--- src/rtl/esp_prog_bridge.sv ---
// ESP32 auto-programming and multiboot bridge: synchronises FTDI DTR/RTS and buttons,
// drives ESP32 EN/GPIO0, times the SD_D0 override window and requests the next bitstream.
module esp_prog_bridge #(
    parameter int unsigned SYNC_STAGES = 2,
    parameter int unsigned RELEASE_W   = 18,
    parameter int unsigned HOLD_W      = 8,
    parameter bit          STICKY_MB   = 1'b1
) (
    input  logic       clk,
    input  logic       rst,
    input  logic       dtr_ni,
    input  logic       rts_ni,
    input  logic       btn_hold_ni,
    input  logic       btn_mb_i,
    output logic       esp_en_o,
    output logic       esp_gpio0_o,
    output logic       sd_d0_oe_o,
    output logic       sd_d0_o,
    output logic       prog_active_o,
    output logic       user_programn_o,
    output logic [1:0] state_o
);

    typedef enum logic [1:0] {
        StIdle    = 2'd0,
        StProg    = 2'd1,
        StRelease = 2'd2
    } state_e;

    localparam logic [HOLD_W-1:0] HoldTop = {1'b1, {(HOLD_W-1){1'b0}}};

    logic [SYNC_STAGES-1:0] dtr_sync_q, rts_sync_q, hold_sync_q, mb_sync_q;
    logic                   d, r, h, m;
    logic                   en_dec, g_dec, entry, chord, fire;
    logic [1:0]             prev_dr_q;
    state_e                 state_q, state_d;
    logic [RELEASE_W-1:0]   timer_q, timer_d, timer_inc;
    logic [HOLD_W-1:0]      hold_q, hold_d;
    logic                   en_q, gpio0_q, sd_d0_q, oe_q, active_q, programn_q;

    always_ff @(posedge clk or posedge rst) begin
        if (rst) begin
            dtr_sync_q  <= '1;
            rts_sync_q  <= '1;
            hold_sync_q <= '1;
            mb_sync_q   <= '0;
        end else begin
            dtr_sync_q  <= {dtr_sync_q[SYNC_STAGES-2:0], dtr_ni};
            rts_sync_q  <= {rts_sync_q[SYNC_STAGES-2:0], rts_ni};
            hold_sync_q <= {hold_sync_q[SYNC_STAGES-2:0], btn_hold_ni};
            mb_sync_q   <= {mb_sync_q[SYNC_STAGES-2:0], btn_mb_i};
        end
    end

    assign d = dtr_sync_q[SYNC_STAGES-1];
    assign r = rts_sync_q[SYNC_STAGES-1];
    assign h = hold_sync_q[SYNC_STAGES-1];
    assign m = mb_sync_q[SYNC_STAGES-1];

    // Only 10 pulls EN low and only 01 pulls GPIO0 low; 00/11 leave the ESP running.
    assign en_dec = ~(d & ~r);
    assign g_dec  = ~(~d & r);
    assign entry  = d & ~r & (prev_dr_q == 2'b11);
    assign chord  = ~h & m;
    assign fire   = chord & (hold_q == HoldTop);

    assign timer_inc = timer_q + 1'b1;

    always_comb begin
        state_d = state_q;
        timer_d = timer_q;
        case (state_q)
            StIdle: begin
                if (entry) state_d = StProg;
            end
            StProg: begin
                if (en_dec) begin
                    state_d = StRelease;
                    timer_d = '0;
                end
            end
            StRelease: begin
                if (entry) begin
                    state_d = StProg;
                end else if (timer_inc == '1) begin
                    // Leaving as the timer reaches all-ones gives a 2^RELEASE_W-1 cycle window.
                    state_d = StIdle;
                    timer_d = '0;
                end else begin
                    timer_d = timer_inc;
                end
            end
            default: begin
                state_d = StIdle;
                timer_d = '0;
            end
        endcase
    end

    always_comb begin
        hold_d = hold_q;
        if (!chord) begin
            hold_d = '0;
        end else if (hold_q != HoldTop) begin
            hold_d = hold_q + 1'b1;
        end
    end

    always_ff @(posedge clk or posedge rst) begin
        if (rst) begin
            prev_dr_q  <= 2'b11;
            state_q    <= StIdle;
            timer_q    <= '0;
            hold_q     <= '0;
            en_q       <= 1'b1;
            gpio0_q    <= 1'b1;
            sd_d0_q    <= 1'b1;
            oe_q       <= 1'b0;
            active_q   <= 1'b0;
            programn_q <= 1'b1;
        end else begin
            prev_dr_q  <= {d, r};
            state_q    <= state_d;
            timer_q    <= timer_d;
            hold_q     <= hold_d;
            en_q       <= en_dec;
            gpio0_q    <= g_dec & h;
            sd_d0_q    <= g_dec;
            oe_q       <= (state_d != StIdle);
            active_q   <= (state_d != StIdle);
            if (STICKY_MB) begin
                programn_q <= programn_q & ~fire;
            end else begin
                programn_q <= ~fire;
            end
        end
    end

    assign esp_en_o        = en_q;
    assign esp_gpio0_o     = gpio0_q;
    assign sd_d0_oe_o      = oe_q;
    assign sd_d0_o         = sd_d0_q;
    assign prog_active_o   = active_q;
    assign user_programn_o = programn_q;
    assign state_o         = state_q;

endmodule

--- config.mk ---
export PLATFORM = sky130hd
export DESIGN_NAME = esp_prog_bridge
export DESIGN_NICKNAME = d
export VERILOG_FILES = /design/src/rtl/esp_prog_bridge.sv
export SDC_FILE = /design/constraint.sdc
export NUM_CORES = 1
export LEC_CHECK = 0
export BUFFER_PORTS_ARGS = -buffer_cell sky130_fd_sc_hd__buf_2
export CORE_AREA = 2 2 49 97
export CTS_BUF_LIST = sky130_fd_sc_hd__clkbuf_16
export DETAILED_ROUTE_END_ITERATION = 7
export DIE_AREA = 0 0 51 99
export GPL_TIMING_DRIVEN = 1
export HOLD_SLACK_MARGIN = 0.05
export PLACE_DENSITY = 0.73
export SLEW_MARGIN = 25
export SYNTH_ARGS = -nofsm -noshare
export SYNTH_HDL_FRONTEND = slang
export SYNTH_SLANG_ARGS = --single-unit
--- constraint.sdc ---
create_clock -name clk -period 2.03 [get_ports clk]
set_input_delay 0.3045 -clock clk [delete_from_list [all_inputs] [get_ports clk]]
set_output_delay 0.3045 -clock clk [all_outputs]
set_load 0.1 [all_outputs]
### Word level (Yosys, flattened, before mapping)

Index checks and enable logic that the tools add are counted.

| word-level totals | value |
|---|---|
| bits in registers | 43 |
| input port bits | 6 |

| cells by class | value |
|---|---|
| add/subtract/negate cells | 2 |
| equality and inequality tests | 9 |
| muxes and demuxes | 11 |
| bitwise operators | 14 |
| reduce and logical (&&, ||, !) cells | 3 |

Operators by type and width:

| operator | count |
|---|---|
| 18-bit 2-to-1 mux | 3 |
| 18-bit case mux with 3 select lines | 1 |
| 18-bit by 1-bit adder with 18-bit output, second input constant | 1 |
| 18-bit equality test, second input constant | 1 |
| 8-bit 2-to-1 mux | 2 |
| 8-bit by 1-bit adder with 8-bit output, second input constant | 1 |
| 8-bit equality test, second input constant | 1 |
| 2-bit 2-to-1 mux | 4 |
| 8-bit inequality test, second input constant | 1 |
| 1-bit AND | 7 |
| 1-bit NOT | 7 |
| 2-bit case mux with 3 select lines | 1 |
| 2-bit equality test, second input constant | 2 |
| 2-bit inequality test, second input constant | 2 |
| 3-bit AND reduction | 1 |
| 2-bit by 1-bit equality test with 1-bit output, second input constant | 1 |
| 2-bit logical NOT | 1 |
| 2-bit by 1-bit inequality test with 1-bit output, second input constant | 1 |
| 2-bit nonzero test | 1 |

### Depth between registers and ports, before layout

| logic depth | value |
|---|---|
| word-level depth | 6 |
| depth in mapped cells | 8 |
| mapped depth without buffers | 7 |

### Least setup slack after synthesis

No wires, ideal clock.

| timing path | value |
|---|---|
| kind | flip-flop to flip-flop |
| from | register timer_q[1] |
| to | register timer_q[15] |
| setup time | 118 ps |
| arrival time | 2,116 ps |
| required time | 1,912 ps |
| slack | -204 ps |
| cell stages (with the launch flop) | 9 |
| buffers on the path | 1 |
| path through | dfrtp_1 > ha_1 > nand3_4 > o32a_1 > o32ai_2 > o2111ai_2 > buf_6 > a31o_1 > a21o_1 |

| on the way | value |
|---|---|
| longest elaborated chain between the ends | 5 |

RTL lines:

| what | RTL line | source |
|---|---|---|
| from (decl) | 37 | `logic [RELEASE_W-1:0] timer_q, timer_d, timer_inc;` |
| from (signal assigned) | 124 | `timer_q <= timer_d;` |
| 18-bit by 1-bit adder with 18-bit output (*) | 67 | `assign timer_inc = timer_q + 1'b1;` |
| 18-bit equality test | 85 | `end else if (timer_inc == '1) begin` |
| 18-bit 2-to-1 mux (*) | 85 |  |
| 18-bit 2-to-1 mux (*) | 83 | `if (entry) begin` |
| 18-bit case mux with 3 select lines (*) | 72 | `case (state_q)` |

Mark *: on every way between the ends. The rest lies on a longest branch, timed or not. The select of a mux whose other input is x is not followed.
A chain may end at the register's enable or synchronous reset.

### Worst setup path in the final report

| timing path | value |
|---|---|
| from | register timer_q[0] |
| to | register timer_q[2] |

The elaborated chain is that of the path after synthesis.

==> results.yml <==
critical_path:
  rr_startpoint: "timer_q[0]"
  cp.buffers_inverters: 2
  critPathKind: "reg2reg"
  cp-end-kind: "flip-flop"
  crit_required_ps: 2200
  start_kind: "flip-flop"
  timing.rr.end: "timer_q[2]"
  crit_chain: "inv_1, ha_1, nand4_1, a2111oi_4, o2111ai_2, buf_4, a31o_2, a22o_1"
  startpoint: "timer_q[0]"
  crit_end: "timer_q[2]"
  cp.arrival_ps: 2360
  worst-path-max-fanout: 7
  crit_cells: 8
  r2r.worst_path.cells: 8
  critPathTopFamily: "compound AO/OA/AOI/OAI gates"
  slowest_delay_ps: 460
  critPathSlowestCell: "dfrtp_2"
  r2r_slack_ps: -160
timing:
  period_share_pct: 107.8
  finalSetupViolations: 15
  maxSlewHeadroom_pct: 56.29
  hold_slack_ps: 109.8
  final.setup_skew_ps: 6.442
  layout_setup_ws_ps: -157.4
  worstMarginPinSlew_ps: 652.6
  fin_crit_ps: 2187
  hold_viol_final: 0
  slew_viol_final: 0
  max_freq_ghz: 0.4572
  finalSetupTns_ps: -1488
  rsz0062_at_grt: "true"
placement:
  dp_hpwl_mm: 4.092
  dpl.cell_count: 315
  postPlaceCellArea_um2: 2654
  io_buffers: 13
  place_congestion: 0.9547
worst_hold_path:
  worst_hold_path_type: "in2reg"
  hold_depth: 1
power:
  total_power_w: 0.002373
  power.density_nw_per_um2: 815.4
  leakagePower_nw: 1.269
  peakVddDrop_mv: 0.8164
route:
  via_per_inst: 6.062
  drc_errors: 0
  avgRoutedWirePerCell_um: 17.29
  final_antenna_net_count: 0
  drt_iter0_markers: 62
  drt-total-wl_mm: 5.618
  vias: 1970
  drtPass1Iterations: 4
floorplanning:
  core_area_um2: 4297
  initial_utilization_pct: 52.88
  die-height_um: 99
  io_pins: 14
  fp-row-count: 34
  die_area_um2: 5049
  die_w_um: 51
clock_network:
  numCtsBuffers: 5
  ctsHoldBuffers: 0
  root_buffer: "clkbuf_16"
  clock_latency_ps: 290
  path_clk_slew_ps: 60
  clk_path_buf_depth: 2
  clock_sinks: 43
  cts_tree: "built"
  h-tree-depth: 2
grt:
  grt_usage_pct: 25.58
  grt_max_degree: 44
  grt_overflow: 0
  grt_pass1_vias: 2130
  antenna_found_initial: 0
  grt_pass1_wl_mm: 9.618
cells_and_area:
  final_nets: 280
  stdcell_count: 325
  fillers: 340
  synthToLayoutAreaGrowth_pct: 28.08
  drive_gt1_share_pct: 39.48
  num_antenna_cells: 0
  area.sequential_um2: 1096
  postLayoutCellArea_um2: 2910
  multi_input_area_um2: 1187
synthesis:
  synth_top_cell_by_area: "dfrtp_1"
  syn-num-nets: 229
  syn_inst: 219
  synth-seq-cells: 43
  synth.cell_area_um2: 2272
  ys_types: 53
  ys_seq_area_share_pct: 48.02
  yosysMostFrequentCell: "dfrtp_1"
  synth.top_cell.area_share_pct: 34.14
  synth_ff_type: "dfrtp_1"
  yosys_warnings: 0
  synth_edf_count: 0
  netlist_top_cells_area: "dfrtp_1, dfstp_2, nand3_1"
  synthArstFlopShare_pct: 100.0
  synth_commonest_cells: "dfrtp_1, nand2_1, nor2_1"
  avgSynthCellArea_um2: 10.38
outcome:
  failed_checks: "setup timing"
  status: "finished, violations left"
flow_run:
  drv_cap: 0
==> routing by layer <==
| layer | global-route usage, % | wire length [um] | vias up |
|---|---|---|---|
| met1 | 24.77 | 1921 | 975 |
| met5 | 0 | 0 | - |
| met2 | 44.66 | 3070 | 55 |
| li1 | - | - | 908 |
| met4 | 22.04 | 483 | 0 |
| met3 | 3.939 | 143 | 32 |
==> worst min path at each step <==
stage	slack (ps)	startpoint	end
floorplan	310	dtr_ni	dtr_sync_q[0]
global placement	340	mb_sync_q[0]	mb_sync_q[1]
detailed placement	340	mb_sync_q[0]	mb_sync_q[1]
CTS	110	dtr_ni	dtr_sync_q[0]
global route	100	dtr_ni	dtr_sync_q[0]
finish	110	dtr_ni	dtr_sync_q[0]
==> worst register-to-register path: stages, from the launching register on <==
cell       delay, ps
dfrtp_2          460
inv_1            110
ha_1             180
nand4_1          170
a2111oi_4        350
o2111ai_2        220
buf_4            180
a31o_2           220
a22o_1           180
==> through the flow <==
step	utilization, %	setup slack (ps)
floorplan	-	-76.84
global placement	61.76	-112.5
detailed placement	61.76	-163.4
CTS	66.45	-154.4
global route	67.73	-241.9
finish	67.73	-157.4
==> layout make-up <==
| class | count | share of cell area [%] |
|---|---|---|
| well taps | 54 | 2.322 |
| inverters | 8 | 1.032 |
| multi-input cells | 158 | 40.80 |
| repair buffers | 54 | 13.20 |
| clock buffers | 5 | 4.299 |
| clock inverters | 3 | 0.6879 |
| flip-flops and latches | 43 | 37.66 |
==> repair_timing <==
| action | CTS | global route |
|---|---|---|
| gates resized for setup | 9 | 15 |
| pin swaps | 4 | 3 |
| buffers inserted | 2 | 0 |
| setup endpoints to repair | 19 | 20 |
| gates cloned | 0 | 1 |
==> state kept, by name, indices dropped and copies added (netlist names) <==
register and cells:
dtr_sync_q 2, esp_en_o 1, esp_gpio0_o 1, hold_q 8
hold_sync_q 2, mb_sync_q 2, prev_dr_q 2, prog_active_o 1
rts_sync_q 2, sd_d0_o 1, state_o 2, timer_q 18
user_programn_o 1
==> placed cells by master (no fill, tap or decap), types with 7 or more instances in the layout <==
cell type and n:
buf_2 13, nand4_1 8, nand2b_1 7, nand3_1 13, nor4_1 8, nor2_1 15, nand2_1 16, a21o_1 8
inv_1 8, dfstp_2 12, buf_4 38, dfrtp_1 27
==> power by group <==
group          switching [W]  internal [W]  leakage, nW
clock network       0.000333      0.000453       0.0674
logic               0.000378      0.000219        0.659
registers          0.0000665      0.000924        0.543
total               0.000777       0.00160         1.27
==> cell families after synthesis <==
logic type | after synthesis | synth area share (%)
AO/OA/AOI/OAI | 48 | 17.84
XOR/XNOR | 9 | 3.469
adder cells (fa/ha/maj) | 4 | 2.203
buffers and inverters | 18 | 4.019
multiplexers | 5 | 2.313
flip-flops | 43 | 48.02
AND/OR/NAND/NOR | 92 | 22.14
(Power assumes the default switching activity.)
